$ cat src/rtl/conv11_result_writer_pkg.sv
// Shared conv11 definitions: result-writer FSM encoding and the default
// feature-map geometry / requantisation shift used across the conv11 blocks.
package conv11_result_writer_pkg;

    typedef enum logic [1:0] {
        ST_IDLE  = 2'd0,
        ST_RUN   = 2'd1,
        ST_FLUSH = 2'd2,
        ST_DONE  = 2'd3
    } state_t;

    localparam int C11_OUT_CH  = 16;
    localparam int C11_PIX_NUM = 196;
    localparam int C11_SHIFT   = 8;

endpackage

$ cat src/rtl/conv11_result_writer_if.sv
// Beat input, bias-ROM lookup and feature-buffer write port of the conv11 result writer.
interface conv11_result_writer_if
    import conv11_result_writer_pkg::*;
#(
    parameter int DATA_W = 32,
    parameter int BIAS_W = 16,
    parameter int OUT_W  = 8,
    parameter int CH_W   = 4,
    parameter int ADDR_W = 12
);
    // Handshake: valid-only, no ready. A beat transfers in every cycle in_valid
    // is high; bias_data must answer bias_idx combinationally in that same cycle.
    // A write happens in every cycle wr_en is high, with wr_addr/wr_data valid.
    logic              in_valid;
    logic [DATA_W-1:0] in_data;
    logic [CH_W-1:0]   bias_idx;
    logic [BIAS_W-1:0] bias_data;
    logic              wr_en;
    logic [ADDR_W-1:0] wr_addr;
    logic [OUT_W-1:0]  wr_data;

    modport slave (
        input  in_valid, in_data, bias_data,
        output bias_idx, wr_en, wr_addr, wr_data
    );

    modport master (
        output in_valid, in_data, bias_data,
        input  bias_idx, wr_en, wr_addr, wr_data
    );

endinterface

$ cat src/rtl/conv11_result_writer_requant.sv
// conv11_requant: two-stage bias-add/round then shift/ReLU/clamp pipeline;
// each stage carries a valid bit and the beat's write address.
module conv11_requant
    import conv11_result_writer_pkg::*;
#(
    parameter int DATA_W = 32,
    parameter int BIAS_W = 16,
    parameter int OUT_W  = 8,
    parameter int SHIFT  = C11_SHIFT,
    parameter int ADDR_W = 12
) (
    input  logic              clk,
    input  logic              rst_n,
    input  logic              in_valid,
    input  logic [DATA_W-1:0] in_data,
    input  logic [BIAS_W-1:0] bias_data,
    input  logic [ADDR_W-1:0] in_addr,
    output logic              out_valid,
    output logic [ADDR_W-1:0] out_addr,
    output logic [OUT_W-1:0]  out_data
);
    localparam logic [DATA_W:0] RND = {{DATA_W{1'b0}}, 1'b1} << (SHIFT - 1);
    localparam logic signed [DATA_W:0] MAX_Q = {{(DATA_W + 2 - OUT_W){1'b0}}, {(OUT_W - 1){1'b1}}};

    logic                     s1_valid_q, s1_valid_d;
    logic signed [DATA_W:0]   s1_r_q, s1_r_d;
    logic [ADDR_W-1:0]        s1_addr_q, s1_addr_d;
    logic                     s2_valid_q, s2_valid_d;
    logic [OUT_W-1:0]         s2_data_q, s2_data_d;
    logic [ADDR_W-1:0]        s2_addr_q, s2_addr_d;
    logic [DATA_W:0]          sum;
    logic signed [DATA_W:0]   q;

    // One extra bit keeps the bias add exact for any in-range operands.
    always_comb begin
        sum        = {in_data[DATA_W-1], in_data}
                   + {{(DATA_W + 1 - BIAS_W){bias_data[BIAS_W-1]}}, bias_data};
        s1_valid_d = in_valid;
        s1_r_d     = s1_r_q;
        s1_addr_d  = s1_addr_q;
        if (in_valid) begin
            s1_r_d    = $signed(sum + RND);
            s1_addr_d = in_addr;
        end
    end

    always_comb begin
        q          = s1_r_q >>> SHIFT;
        s2_valid_d = s1_valid_q;
        s2_data_d  = s2_data_q;
        s2_addr_d  = s2_addr_q;
        if (s1_valid_q) begin
            s2_addr_d = s1_addr_q;
            if (q[DATA_W]) begin
                s2_data_d = '0;
            end else if (q > MAX_Q) begin
                s2_data_d = MAX_Q[OUT_W-1:0];
            end else begin
                s2_data_d = q[OUT_W-1:0];
            end
        end
    end

    always_ff @(posedge clk or negedge rst_n) begin
        if (!rst_n) begin
            s1_valid_q <= 1'b0;
            s1_r_q     <= '0;
            s1_addr_q  <= '0;
            s2_valid_q <= 1'b0;
            s2_data_q  <= '0;
            s2_addr_q  <= '0;
        end else begin
            s1_valid_q <= s1_valid_d;
            s1_r_q     <= s1_r_d;
            s1_addr_q  <= s1_addr_d;
            s2_valid_q <= s2_valid_d;
            s2_data_q  <= s2_data_d;
            s2_addr_q  <= s2_addr_d;
        end
    end

    assign out_valid = s2_valid_q;
    assign out_addr  = s2_addr_q;
    assign out_data  = s2_data_q;

endmodule

$ cat src/rtl/conv11_result_writer.sv
// conv11 result writer: counts one frame of accumulator beats, requantises
// each beat and writes it to the feature buffer at its linear address.
module conv11_result_writer
    import conv11_result_writer_pkg::*;
#(
    parameter int DATA_W  = 32,
    parameter int BIAS_W  = 16,
    parameter int OUT_W   = 8,
    parameter int SHIFT   = C11_SHIFT,
    parameter int OUT_CH  = C11_OUT_CH,
    parameter int PIX_NUM = C11_PIX_NUM,
    parameter int ADDR_W  = 12
) (
    input  logic                   clk,
    input  logic                   rst_n,
    input  logic                   start,
    conv11_result_writer_if.slave  bus,
    output logic                   busy,
    output logic                   done,
    output logic                   err,
    output state_t                 dbg_state
);
    localparam int CH_W  = $clog2(OUT_CH);
    localparam int PIX_W = $clog2(PIX_NUM);
    localparam logic [CH_W-1:0]   CH_MAX    = CH_W'(OUT_CH - 1);
    localparam logic [PIX_W-1:0]  PIX_MAX   = PIX_W'(PIX_NUM - 1);
    localparam logic [ADDR_W-1:0] LAST_ADDR = ADDR_W'(PIX_NUM * OUT_CH - 1);

    state_t            state_q;
    logic              busy_q, done_q, err_q, flush_q;
    logic [CH_W-1:0]   ch_q, ch_d;
    logic [PIX_W-1:0]  pix_q, pix_d;
    logic [ADDR_W-1:0] addr_q, addr_d;
    logic              accept, arm, last_beat;

    assign accept    = bus.in_valid && (state_q == ST_RUN);
    assign arm       = start && (state_q == ST_IDLE);
    assign last_beat = accept && (addr_q == LAST_ADDR);

    always_comb begin
        ch_d   = ch_q;
        pix_d  = pix_q;
        addr_d = addr_q;
        if (arm) begin
            ch_d   = '0;
            pix_d  = '0;
            addr_d = '0;
        end else if (accept) begin
            addr_d = addr_q + 1'b1;
            if (ch_q == CH_MAX) begin
                ch_d  = '0;
                pix_d = (pix_q == PIX_MAX) ? '0 : pix_q + 1'b1;
            end else begin
                ch_d = ch_q + 1'b1;
            end
        end
    end

    always_ff @(posedge clk or negedge rst_n) begin
        if (!rst_n) begin
            ch_q   <= '0;
            pix_q  <= '0;
            addr_q <= '0;
        end else begin
            ch_q   <= ch_d;
            pix_q  <= pix_d;
            addr_q <= addr_d;
        end
    end

    // FLUSH spans two cycles so the final beat leaves stage 2 before DONE.
    always_ff @(posedge clk or negedge rst_n) begin
        if (!rst_n) begin
            state_q <= ST_IDLE;
            busy_q  <= 1'b0;
            done_q  <= 1'b0;
            err_q   <= 1'b0;
            flush_q <= 1'b0;
        end else begin
            done_q <= 1'b0;
            case (state_q)
                ST_IDLE: begin
                    if (start) begin
                        state_q <= ST_RUN;
                        busy_q  <= 1'b1;
                    end
                end
                ST_RUN: begin
                    if (last_beat) begin
                        state_q <= ST_FLUSH;
                        flush_q <= 1'b0;
                    end
                end
                ST_FLUSH: begin
                    if (flush_q) begin
                        state_q <= ST_DONE;
                        busy_q  <= 1'b0;
                        done_q  <= 1'b1;
                    end else begin
                        flush_q <= 1'b1;
                    end
                end
                ST_DONE: begin
                    state_q <= ST_IDLE;
                end
                default: begin
                    state_q <= ST_IDLE;
                    busy_q  <= 1'b0;
                end
            endcase
            if (bus.in_valid && (state_q != ST_RUN)) begin
                err_q <= 1'b1;
            end else if (arm) begin
                err_q <= 1'b0;
            end
        end
    end

    conv11_requant #(
        .DATA_W (DATA_W),
        .BIAS_W (BIAS_W),
        .OUT_W  (OUT_W),
        .SHIFT  (SHIFT),
        .ADDR_W (ADDR_W)
    ) u_requant (
        .clk       (clk),
        .rst_n     (rst_n),
        .in_valid  (accept),
        .in_data   (bus.in_data),
        .bias_data (bus.bias_data),
        .in_addr   (addr_q),
        .out_valid (bus.wr_en),
        .out_addr  (bus.wr_addr),
        .out_data  (bus.wr_data)
    );

    assign bus.bias_idx = ch_q;
    assign busy         = busy_q;
    assign done         = done_q;
    assign err          = err_q;
    assign dbg_state    = state_q;

endmodule

$ cat src/flat_wrapper.sv
// flat-port wrapper written by rule: the top's interface ports become plain ports
module conv11_result_writer_flat import conv11_result_writer_pkg::*;
#(
    parameter int DATA_W  = 32,
    parameter int BIAS_W  = 16,
    parameter int OUT_W   = 8,
    parameter int SHIFT   = C11_SHIFT,
    parameter int OUT_CH  = C11_OUT_CH,
    parameter int PIX_NUM = C11_PIX_NUM,
    parameter int ADDR_W  = 12
)
  (clk, rst_n, start, busy, done, err, dbg_state, bus_in_valid, bus_in_data, bus_bias_data, bus_bias_idx, bus_wr_en, bus_wr_addr, bus_wr_data);
  conv11_result_writer_if #(.DATA_W(DATA_W), .BIAS_W(BIAS_W), .OUT_W(OUT_W), .CH_W(4), .ADDR_W(ADDR_W)) bus_i ();
  input  logic clk;
  input  logic rst_n;
  input  logic start;
  output logic busy;
  output logic done;
  output logic err;
  output state_t dbg_state;
  input wire logic [$bits(bus_i.in_valid)-1:0] bus_in_valid;
  input wire logic [$bits(bus_i.in_data)-1:0] bus_in_data;
  input wire logic [$bits(bus_i.bias_data)-1:0] bus_bias_data;
  output wire logic [$bits(bus_i.bias_idx)-1:0] bus_bias_idx;
  output wire logic [$bits(bus_i.wr_en)-1:0] bus_wr_en;
  output wire logic [$bits(bus_i.wr_addr)-1:0] bus_wr_addr;
  output wire logic [$bits(bus_i.wr_data)-1:0] bus_wr_data;
  assign bus_i.in_valid = bus_in_valid;
  assign bus_i.in_data = bus_in_data;
  assign bus_i.bias_data = bus_bias_data;
  assign bus_bias_idx = bus_i.bias_idx;
  assign bus_wr_en = bus_i.wr_en;
  assign bus_wr_addr = bus_i.wr_addr;
  assign bus_wr_data = bus_i.wr_data;
  conv11_result_writer #(.DATA_W(DATA_W), .BIAS_W(BIAS_W), .OUT_W(OUT_W), .SHIFT(SHIFT), .OUT_CH(OUT_CH), .PIX_NUM(PIX_NUM), .ADDR_W(ADDR_W)) u_core (.clk(clk), .rst_n(rst_n), .start(start), .bus(bus_i), .busy(busy), .done(done), .err(err), .dbg_state(dbg_state));
endmodule
$ cat config.mk
export PLATFORM = sky130hd
export DESIGN_NAME = conv11_result_writer_flat
export DESIGN_NICKNAME = d
export VERILOG_FILES = /design/src/rtl/conv11_result_writer_pkg.sv /design/src/rtl/conv11_result_writer_if.sv /design/src/rtl/conv11_result_writer_requant.sv /design/src/rtl/conv11_result_writer.sv /design/src/flat_wrapper.sv
export SDC_FILE = /design/constraint.sdc
export NUM_CORES = 1
export LEC_CHECK = 0
export ABC_CLOCK_PERIOD_IN_PS = 6200
export CAP_MARGIN = 10
export CORE_MARGIN = 1
export CORE_UTILIZATION = 40
export DETAILED_ROUTE_END_ITERATION = 6
export REMOVE_ABC_BUFFERS = 1
export SLEW_MARGIN = 10
export SYNTH_ARGS = -nofsm -noshare
export SYNTH_HDL_FRONTEND = slang
export SYNTH_HIERARCHICAL = 1
export SYNTH_SLANG_ARGS = --single-unit
$ cat constraint.sdc
create_clock -name clk -period 6.2 [get_ports clk]
set_clock_uncertainty 0.15 [all_clocks]
set_input_delay 1.24 -clock clk [delete_from_list [all_inputs] [get_ports clk]]
set_output_delay 1.24 -clock clk [all_outputs]
set_load 0.02 [all_outputs]
==> impl_results.md, run 1 <==
- Top post-synthesis cells by count: 81 x dfrtp_1, 67 x ha_1, 44 x mux2_2, 43 x nor2_1, 37 x nand2_1
- Layout Utilization: 50.8%
- Die Area: 14200 sq um
- Routed length on met2: 5.54 mm
- Pwr dens: 285 nW/um^2
- Synth Area in Compound Gates: 16.7%
- CTS tree: done
- Mean Syn Cell Area: 10.1 sq um
- CP Cell Sequence: clkdlybuf4s50_1 > ha_1 > ha_1 > nand4_1 > nor2_1 > a2111oi_0 > a22o_1 > a211oi_4 > a2111o_1 > o311ai_2
- Vias in the first global route: 4290
- Total CTS buffers: 9
- Status: finished, final reports clean
- Post-CTS setup buffer count: 0
- Layout cell share with drive strength beyond 1: 13.1%
- Final setup viols: 0
- Maximum vdd drop: 0.164 mV
- Crit-path max cell delay: 0.91 ns
- WL met3: 401 um
- Total iterations of the first detailed-routing run: 4
- Hold Path Class: register to register
- Clock buffer depth: 2
- Detailed Place HPWL: 8.81 mm
- # rows: 42
- Setup crit end kind: register
- Nets: 738
- Global-route wire length before repair: 20.0 mm
- DIE HEIGHT: 119 um
- Maxcap violations: 0
- Post-synthesis sequential area ratio: 36.8%
- Largest net degree at the start of global routing: 82
- Dominant cell type by area after synthesis: dfrtp_1
- H-tree depth: 3
- Reg2reg path depth: 8
- Leak Pwr: 0.00309 uW
- Fin worst setup slack: 1.56 ns
- Area grow syn2layout: 23.1%
- Seq pwr share: 38.8%
- Setup CP Type: primary input to register
- GR Overflow Total: 0
- Post-synthesis adder-cell area fraction: 15.2%
- Synthesized cell area: 5510 sq um
- CP max-delay cell: clkdlybuf4s50_1
- Slew Limit Fails: 0
- Reg2Reg Setup Slack: 3.56 ns
- Share of the synthesized area in the top cell type: 36.8%
- Starting DRT DRC Count: 230
- Core footprint: 13300 sq um
- F_max: 215 MHz
- Sw Share: 31.2%
- Clk pwr share: 29.6%
- Setup_tns: 0 ns
- Die W: 119 um
- Diode count: 0
- Vias/cell: 5.38
- DR vias: 4304
- Gate Count Post-Synth: 547
- Pint: 1330 uW
- Max transition margin: 32.6%
- Number of distinct library cells after synthesis: 71
- DRT Wirelength: 11.7 mm
- Metal-1 WL: 5.65 mm
- Final ANT Viol Nets: 0
- Total GRT Usage: 17.1%
- DP Area: 6450 sq um
- Area contributors post-synth: dfrtp_1 37%, ha_1 15%, mux2_2 9.0%, a21oi_1 3.1%, nor2_1 2.9%
- Clk sink count: 81
- Hold Path Depth: 2
- Final min period: 4.64 ns
- Most common cell in the synthesized netlist: dfrtp_1
- Startpoint Class: primary input
- NetSw: 603 uW
- Post-synthesis simple-gate area fraction: 13.9%
- Number of synthesized flops with an enable pin: 0
- RSZ-0062 raised after global routing: false
- Clk Latency, worst-skew pair: 0.32 ns
- Initial Utilization: 41.3%
- Final hold slack: 0.337 ns
- Top Layer Used: met4
- Warnings, synthesis: 6
- Post-route cell area: 6780 sq um
- Period utilisation layout: 74.9%
- Wire per inst: 14.6 um
- Initial antenna violation count: 0
- CTS root buffer: clkbuf_16
- # IOs: 82
- Crit Path Max Fanout: 17
- #FFs+latches synth: 81
- Final Hold Fails: 0
- Main flop type after synthesis: dfrtp_1
- Tightest Pin Transition: 1.01 ns
- CP Data Arrival Time: 4.72 ns
- Number of gates resized after CTS: 0
- Final Wtd Congestion: 0.876
- Post-Synth XOR/XNOR Area: 4.13%
- Hold_buf cts: 0
- Critical path required time: 6.28 ns
- Port buffer count: 81
- # DRC: 0
- Largest family of logic cells by synthesized area: compound AO/OA/AOI/OAI gates
- Worst slack, placed: 1.20 ns
- Most frequent cell on the critical path: ha_1
- Logic pwr share: 31.6%
- Post-synth ARST share: 100%
- Clock transition at the registers of the reported paths: 0.06 ns
- Mux share of post-synthesis cell area: 9.81%
cell usage in the layout, fill, tap and decap left out, types with 7 or more instances in the layout:
cell type / synthesis / routed
nand3_1: 15 / 15
inv_1: 24 / 24
clkbuf_16: 0 / 9
a21oi_1: 34 / 34
nor3_1: 7 / 7
a21o_1: 17 / 17
ha_1: 67 / 67
nor2_1: 43 / 43
mux2_2: 44 / 44
clkdlybuf4s50_1: 0 / 80
xor2_1: 13 / 13
nand4_1: 16 / 16
o21ai_0: 18 / 18
dfrtp_1: 81 / 81
nand2_1: 37 / 37
xnor2_1: 13 / 13
critical path, delay by kind of cell:
family / cells / cell delay, ns
AOI/OAI and AO/OA: 5 / 1.56
adders and majority gates: 2 / 0.77
buffers and inverters: 1 / 0.91
and+or+nand+nor: 2 / 0.23
through the flow:
step | instances | power, uW
6_report | 800 | 1930
3_3_place_gp | 784 | 1350
5_1_grt | 800 | 2050
4_1_cts | 800 | 1950
2_1_floorplan | 526 | 1130
3_5_place_dp | 784 | 1370
cell families after synthesis:
group | count (synthesis)
AND/OR/NAND/NOR | 154
AO/OA/AOI/OAI | 125
flip-flops | 81
adder cells (fa/ha/maj) | 67
multiplexers | 48
buffers and inverters | 46
XOR/XNOR | 26
layout make-up:
type	count	area [sq um]
Fill cell	1236	6570
Multi-Input combinational cell	420	3300
Sequential cell	81	2030
Timing Repair Buffer	82	816
Clock buffer	11	253
Tap cell	176	220
Inverter	25	93.8
Clock inverter	5	77.6
power by group through the flow:
stage / Combinational (uW) / Clock, uW / Sequential, uW
2_1_floorplan: 355 / 0 / 778
3_3_place_gp: 599 / 0 / 753
3_5_place_dp: 610 / 0 / 759
4_1_cts: 615 / 588 / 750
5_1_grt: 674 / 610 / 769
6_report: 610 / 571 / 749
sequential cells by signal, summed over array words and instances, names as in the netlist:
name,flops
u_core/bus.bias_idx,4
u_core/busy,1
u_core/flush_q,1
u_core/u_requant/s1_valid_q,1
u_core/u_requant/out_addr,12
u_core/addr_q,12
u_core/dbg_state,2
u_core/u_requant/s1_r_q,25
u_core/done,1
u_core/u_requant/out_valid,1
u_core/err,1
u_core/u_requant/out_data,8
u_core/u_requant/s1_addr_q,12
worst paths after layout:
kind                                              from                            to
max reg2reg                        u_core/dbg_state[1]   u_core/u_requant/s1_r_q[32]
max                                  bus_bias_data[15]   u_core/u_requant/s1_r_q[31]
min in group asynchronous                        rst_n  u_core/u_requant/out_addr[2]
max in group asynchronous                        rst_n           u_core/dbg_state[1]
min                        u_core/u_requant/s1_r_q[11]   u_core/u_requant/s1_r_q[11]
min reg2reg                u_core/u_requant/s1_r_q[11]   u_core/u_requant/s1_r_q[11]
per-layer routing:
| layer | track usage, % | vias to the layer above |
|---|---|---|
| met4 | 4.77 | 0 |
| li1 | - | 2162 |
| met5 | 0 | - |
| met1 | 23.0 | 2046 |
| met3 | 1.92 | 9 |
| met2 | 29.1 | 87 |
No activity file was read; power rests on OpenSTA's default activity.
==> run 2: changes to the inputs <==
- ABC_CLOCK_PERIOD_IN_PS: 6200 -> 3900
- clock period: 6.2 -> 3.9 ns (I/O delays scaled with it)
==> run 2 against run 1 <==
  * Sequential power increased by 59%
  * Flip-flop and latch count unchanged
  * Critical endpoint unchanged
  * Wire length is 1.5% higher
  * Design area grew 3.0%
  * Via count increased by 3.2%
  * Worst setup slack worse by 1.3 ns
==> impl_results.md, run 2 (same netlist as run 1, synthesis figures left out) <==
- Status: finished, final reports clean
- CP max-delay cell: a2111oi_4
- Diode count: 0
- Initial antenna violation count: 0
- Register area: 2030 sq um
- Setup crit end kind: register
- Total GRT Usage: 17.5%
- Worst slack, placed: -0.0725 ns
- Tightest Pin Transition: 1.01 ns
- Pwr dens: 445 nW/um^2
- Core footprint: 13300 sq um
- GR Overflow Total: 0
- Final Hold Fails: 0
- CP Data Arrival Time: 3.70 ns
- DRT Wirelength: 11.9 mm
- Hold_buf cts: 0
- Starting DRT DRC Count: 164
- Crit Path Max Fanout: 4
- Slew Limit Fails: 0
- Largest net degree at the start of global routing: 82
- Total iterations of the first detailed-routing run: 4
- Final setup viols: 0
- DP Area: 6670 sq um
- Post-CTS setup buffer count: 0
- Wire per inst: 14.4 um
- Max transition margin: 32.5%
- F_max: 276 MHz
- Clock transition at the registers of the reported paths: 0.06 ns
- Die Area: 14200 sq um
- Startpoint Class: primary input
- Port buffer count: 81
- Area grow syn2layout: 26.9%
- Initial Utilization: 41.3%
- DR vias: 4443
- # IOs: 82
- Max reg flops: 25
- RSZ-0062 raised after global routing: false
- Clk sink count: 81
- Detailed Place HPWL: 9.29 mm
- Period utilisation layout: 92.9%
- Final min period: 3.62 ns
- Maximum vdd drop: 0.224 mV
- Fin worst setup slack: 0.277 ns
- Footprint of the multi-input gates: 3300 sq um
- Maxcap violations: 0
- Cell Count, Final, Fillers Out: 826
- Critical path required time: 3.98 ns
- Vias in the first global route: 4443
- DIE HEIGHT: 119 um
- # DRC: 0
- Most frequent cells in the layout: 81 x dfrtp_1, 80 x clkdlybuf4s50_1, 67 x ha_1
- Post-route cell area: 6990 sq um
- H-tree depth: 3
- Register with the most flip-flops: u_core/u_requant/s1_r_q
- Die W: 119 um
- CTS tree: done
- Hold Path Class: register to register
- Clk Latency, worst-skew pair: 0.33 ns
- Number of gates resized after CTS: 0
- Placed insts: 811
- # rows: 42
- Crit-path max cell delay: 0.48 ns
- Final Wtd Congestion: 0.813
- Global-route wire length before repair: 20.4 mm
- Vias/cell: 5.38
- Most frequent cell on the critical path: ha_1
- Setup CP Type: primary input to register
- Nets: 765
- Commonest non-fill, non-tap cell in the layout: dfrtp_1
- Leak Pwr: 0.00322 uW
- Final ANT Viol Nets: 0
- Total CTS buffers: 9
- Layout cell share with drive strength beyond 1: 16.5%
- Clock buffer depth: 2
- CP Cell Sequence: clkdlybuf4s50_1 > ha_1 > ha_1 > a211oi_1 > o21bai_2 > a2111oi_4 > or4_4 > a211oi_4 > a2111o_1 > o311ai_2
- Fill count: 1238
- CTS root buffer: clkbuf_16
## run 2: per-stage QoR
step	hold slack [ns]	util, %	total power, uW	TNS (ns)
after floorplan	0.294	-	1800	0
after global placement	0.320	50.0	2200	0
after detailed placement	0.327	50.0	2230	-0.0863
after CTS	0.341	52.4	3140	0
after global routing	0.369	52.4	3300	0
final	0.335	52.4	3110	0
## run 2: worst paths after layout
path	start	endpoint	slack (ns)	cells past startpoint
min in group asynchronous	rst_n	u_core/u_requant/s1_r_q[30]	0.48	1
min	u_core/u_requant/s1_r_q[8]	u_core/u_requant/s1_r_q[8]	0.33	2
min reg2reg	u_core/u_requant/s1_r_q[8]	u_core/u_requant/s1_r_q[8]	0.33	2
max in group asynchronous	rst_n	u_core/u_requant/out_data[2]	2.48	1
max	bus_in_data[6]	u_core/u_requant/s1_r_q[31]	0.28	10
max reg2reg	u_core/dbg_state[1]	u_core/u_requant/s1_r_q[30]	1.34	9
## run 2: critical path: cells and delay by family
kind	cells	cell delay [ns]
buffers and inverters	1	0.40
adder cells (fa/ha/maj)	2	0.64
AND/OR/NAND/NOR	1	0.23
AO/OA/AOI/OAI	6	1.64
## run 2: power breakdown
| group | total, uW | switching [uW] | internal, uW |
|---|---|---|---|
| Clock | 902 | 325 | 577 |
| Sequential | 1190 | 152 | 1040 |
| Combinational | 1010 | 493 | 522 |
## run 2: cell type report
type | count | area share (%)
Sequential cell | 81 | 29.0
Multi-Input combinational cell | 420 | 47.2
Inverter | 25 | 1.34
Clock buffer | 11 | 3.47
Timing Repair Buffer | 109 | 14.8
Clock inverter | 4 | 1.11
Tap cell | 176 | 3.15
## run 2: layer usage
layer | global-route usage, % | part of all wire [%]
met1 | 23.7 | 47
met2 | 29.3 | 47
met3 | 2.11 | 3.8
met4 | 5.31 | 1.5
met5 | 0 | 0
==> run 3: changes to the inputs <==
--- a/config.mk
+++ b/config.mk
@@ -18 +18,2 @@
 export SYNTH_SLANG_ARGS = --single-unit
+export TNS_END_PERCENT = 5
==> constraint.sdc (replaced) <==
create_clock -name clk -period 3.9 [get_ports clk]
set_clock_uncertainty 0.15 [all_clocks]
set_input_delay 1.17 -clock clk [delete_from_list [all_inputs] [get_ports clk]]
set_output_delay 1.17 -clock clk [all_outputs]
set_load 0.02 [all_outputs]
==> run 3 against run 2 <==
  * Worst setup slack worse by 0.24 ns
  * Register-to-register slack better by 0.18 ns
  * Total power is 6.0% higher
  * Non-clock buffer count up 60
  * Die area is the same
  * Largest power group unchanged
  * First-iteration DRC count rose by 3.7%
  * Sequential power barely moved
  * Critical path depth is the same
  * Flip-flop and latch count unchanged
  * Combinational power increased by 14%
==> impl_results.md, run 3 (same netlist as run 1, synthesis figures left out) <==
- # IOs: 82
- CTS root buffer: clkbuf_16
- Max transition margin: 33.2%
- Clock buffer depth: 2
- Diode count: 0
- Register with the most flip-flops: u_core/u_requant/s1_r_q
- Area grow syn2layout: 38.9%
- Clk sink count: 81
- Tightest Pin Transition: 1.00 ns
- Core footprint: 13300 sq um
- Setup crit end kind: register
- Crit path from: bus_in_data[8]
- Initial Utilization: 41.3%
- Maximum vdd drop: 0.222 mV
- Clock transition at the registers of the reported paths: 0.06 ns
- Critical path endpoint: u_core/u_requant/s1_r_q[29]
- Clk Latency, worst-skew pair: 0.33 ns
- Final Hold Fails: 0
- Setup_tns: 0 ns
- Final Wtd Congestion: 0.811
- Final ANT Viol Nets: 0
- FF-to-FF End: u_core/u_requant/s1_r_q[32]
- F_max: 259 MHz
- Critical path required time: 4.02 ns
- Setup CP Type: primary input to register
- Reg2reg path depth: 8
- Leak Pwr: 0.00354 uW
- Fill count: 1209
- Layout cell share with drive strength beyond 1: 26.9%
- GR Overflow Total: 0
- Status: finished, final reports clean
- Slew Limit Fails: 0
- Pwr dens: 431 nW/um^2
- Port buffer count: 81
- Hold Path Class: register to register
- Die W: 119 um
- Most frequent cells in the layout: 89 x buf_4, 81 x dfrtp_1, 76 x clkdlybuf4s50_1
- Die Area: 14200 sq um
- Total GRT Usage: 18.6%
- Post-route cell area: 7650 sq um
- Commonest non-fill, non-tap cell in the layout: buf_4
- Vias/cell: 5.22
- Total iterations of the first detailed-routing run: 6
- Final setup viols: 0
- Global-route wire length before repair: 21.6 mm
- Crit Path Max Fanout: 4
- # rows: 42
- Nets: 825
- # DRC: 0
- Reg2Reg Setup Slack: 1.52 ns
- Hold_buf cts: 0
- Total CTS buffers: 9
- Starting DRT DRC Count: 170
- CTS tree: done
- DIE HEIGHT: 119 um
- Vias in the first global route: 4771
- DRT Wirelength: 12.5 mm
- Footprint of the multi-input gates: 3490 sq um
- Period utilisation layout: 99.1%
- Maxcap violations: 0
- Startpoint Class: primary input
- CP Data Arrival Time: 3.99 ns
- Final min period: 3.87 ns
- DR vias: 4631
- Detailed Place HPWL: 9.63 mm
- DP Area: 7070 sq um
- H-tree depth: 3
- Register area: 2030 sq um
- Worst r2r src: u_core/dbg_state[1]
- Max reg flops: 25
- Largest net degree at the start of global routing: 82
- Initial antenna violation count: 0
- Wire per inst: 14.1 um
==> run 3: stage by stage <==
step / setup WS, ns / util, % / power [uW] / hold WS (ns) / instances
floorplan: 0.201 / - / 1800 / 0.294 / 526
global placement: -0.341 / 53.0 / 2280 / 0.316 / 866
detailed placement: -0.362 / 53.0 / 2310 / 0.320 / 866
CTS: 0.0277 / 55.5 / 3280 / 0.335 / 882
global route: -0.0276 / 57.3 / 3490 / 0.364 / 887
finish: 0.0339 / 57.3 / 3300 / 0.331 / 887
==> run 3: worst max-delay path, cell delays in order <==
cell and delay, ns:
clkdlybuf4s50_1 0.51, ha_4 0.23, ha_4 0.28, o21ai_1 0.09
o21bai_2 0.27, a2111oi_4 0.08, o21ba_4 0.24, o41a_1 0.47
or4_4 0.56, nand3_2 0.08
==> run 3: power by group <==
part | internal, uW | switching [uW]
Clock | 629 | 330
Combinational | 620 | 530
Sequential | 1040 | 149
==> run 3: metal layers <==
metal	global-route usage (%)	part of all wire (%)	vias up
met2	32.0	49	88
li1	-	-	2329
met4	6.02	1.0	0
met1	23.9	46	2204
met3	2.54	3.2	10
met5	0	0	-
==> run 3: timing repair <==
item / in CTS / in global routing
resized for setup: 2 / 29
setup endpoints to repair: 3 / 9
pin swaps: 2 / 13
buffers inserted: 0 / 5
==> run 3: cell type report <==
type / count / share of cell area, %
Inverter: 25 / 1.23
Clock inverter: 6 / 1.50
Sequential cell: 81 / 26.5
Clock buffer: 10 / 2.99
Multi-Input combinational cell: 420 / 45.6
Tap cell: 176 / 2.88
Timing Repair Buffer: 169 / 19.3
==> run 3: how the worst min path moves through the flow <==
stage	from	end	slack (ns)	cells past startpoint
detailed placement	u_core/u_requant/s1_r_q[8]	u_core/u_requant/s1_r_q[8]	0.32	2
global route	u_core/u_requant/s1_r_q[17]	u_core/u_requant/s1_r_q[17]	0.36	1
CTS	u_core/u_requant/s1_r_q[24]	u_core/u_requant/s1_r_q[24]	0.33	2
finish	u_core/u_requant/s1_r_q[24]	u_core/u_requant/s1_r_q[24]	0.33	2
global placement	u_core/u_requant/s1_r_q[8]	u_core/u_requant/s1_r_q[8]	0.32	2
floorplan	u_core/u_requant/s1_r_q[8]	u_core/u_requant/s1_r_q[8]	0.29	2
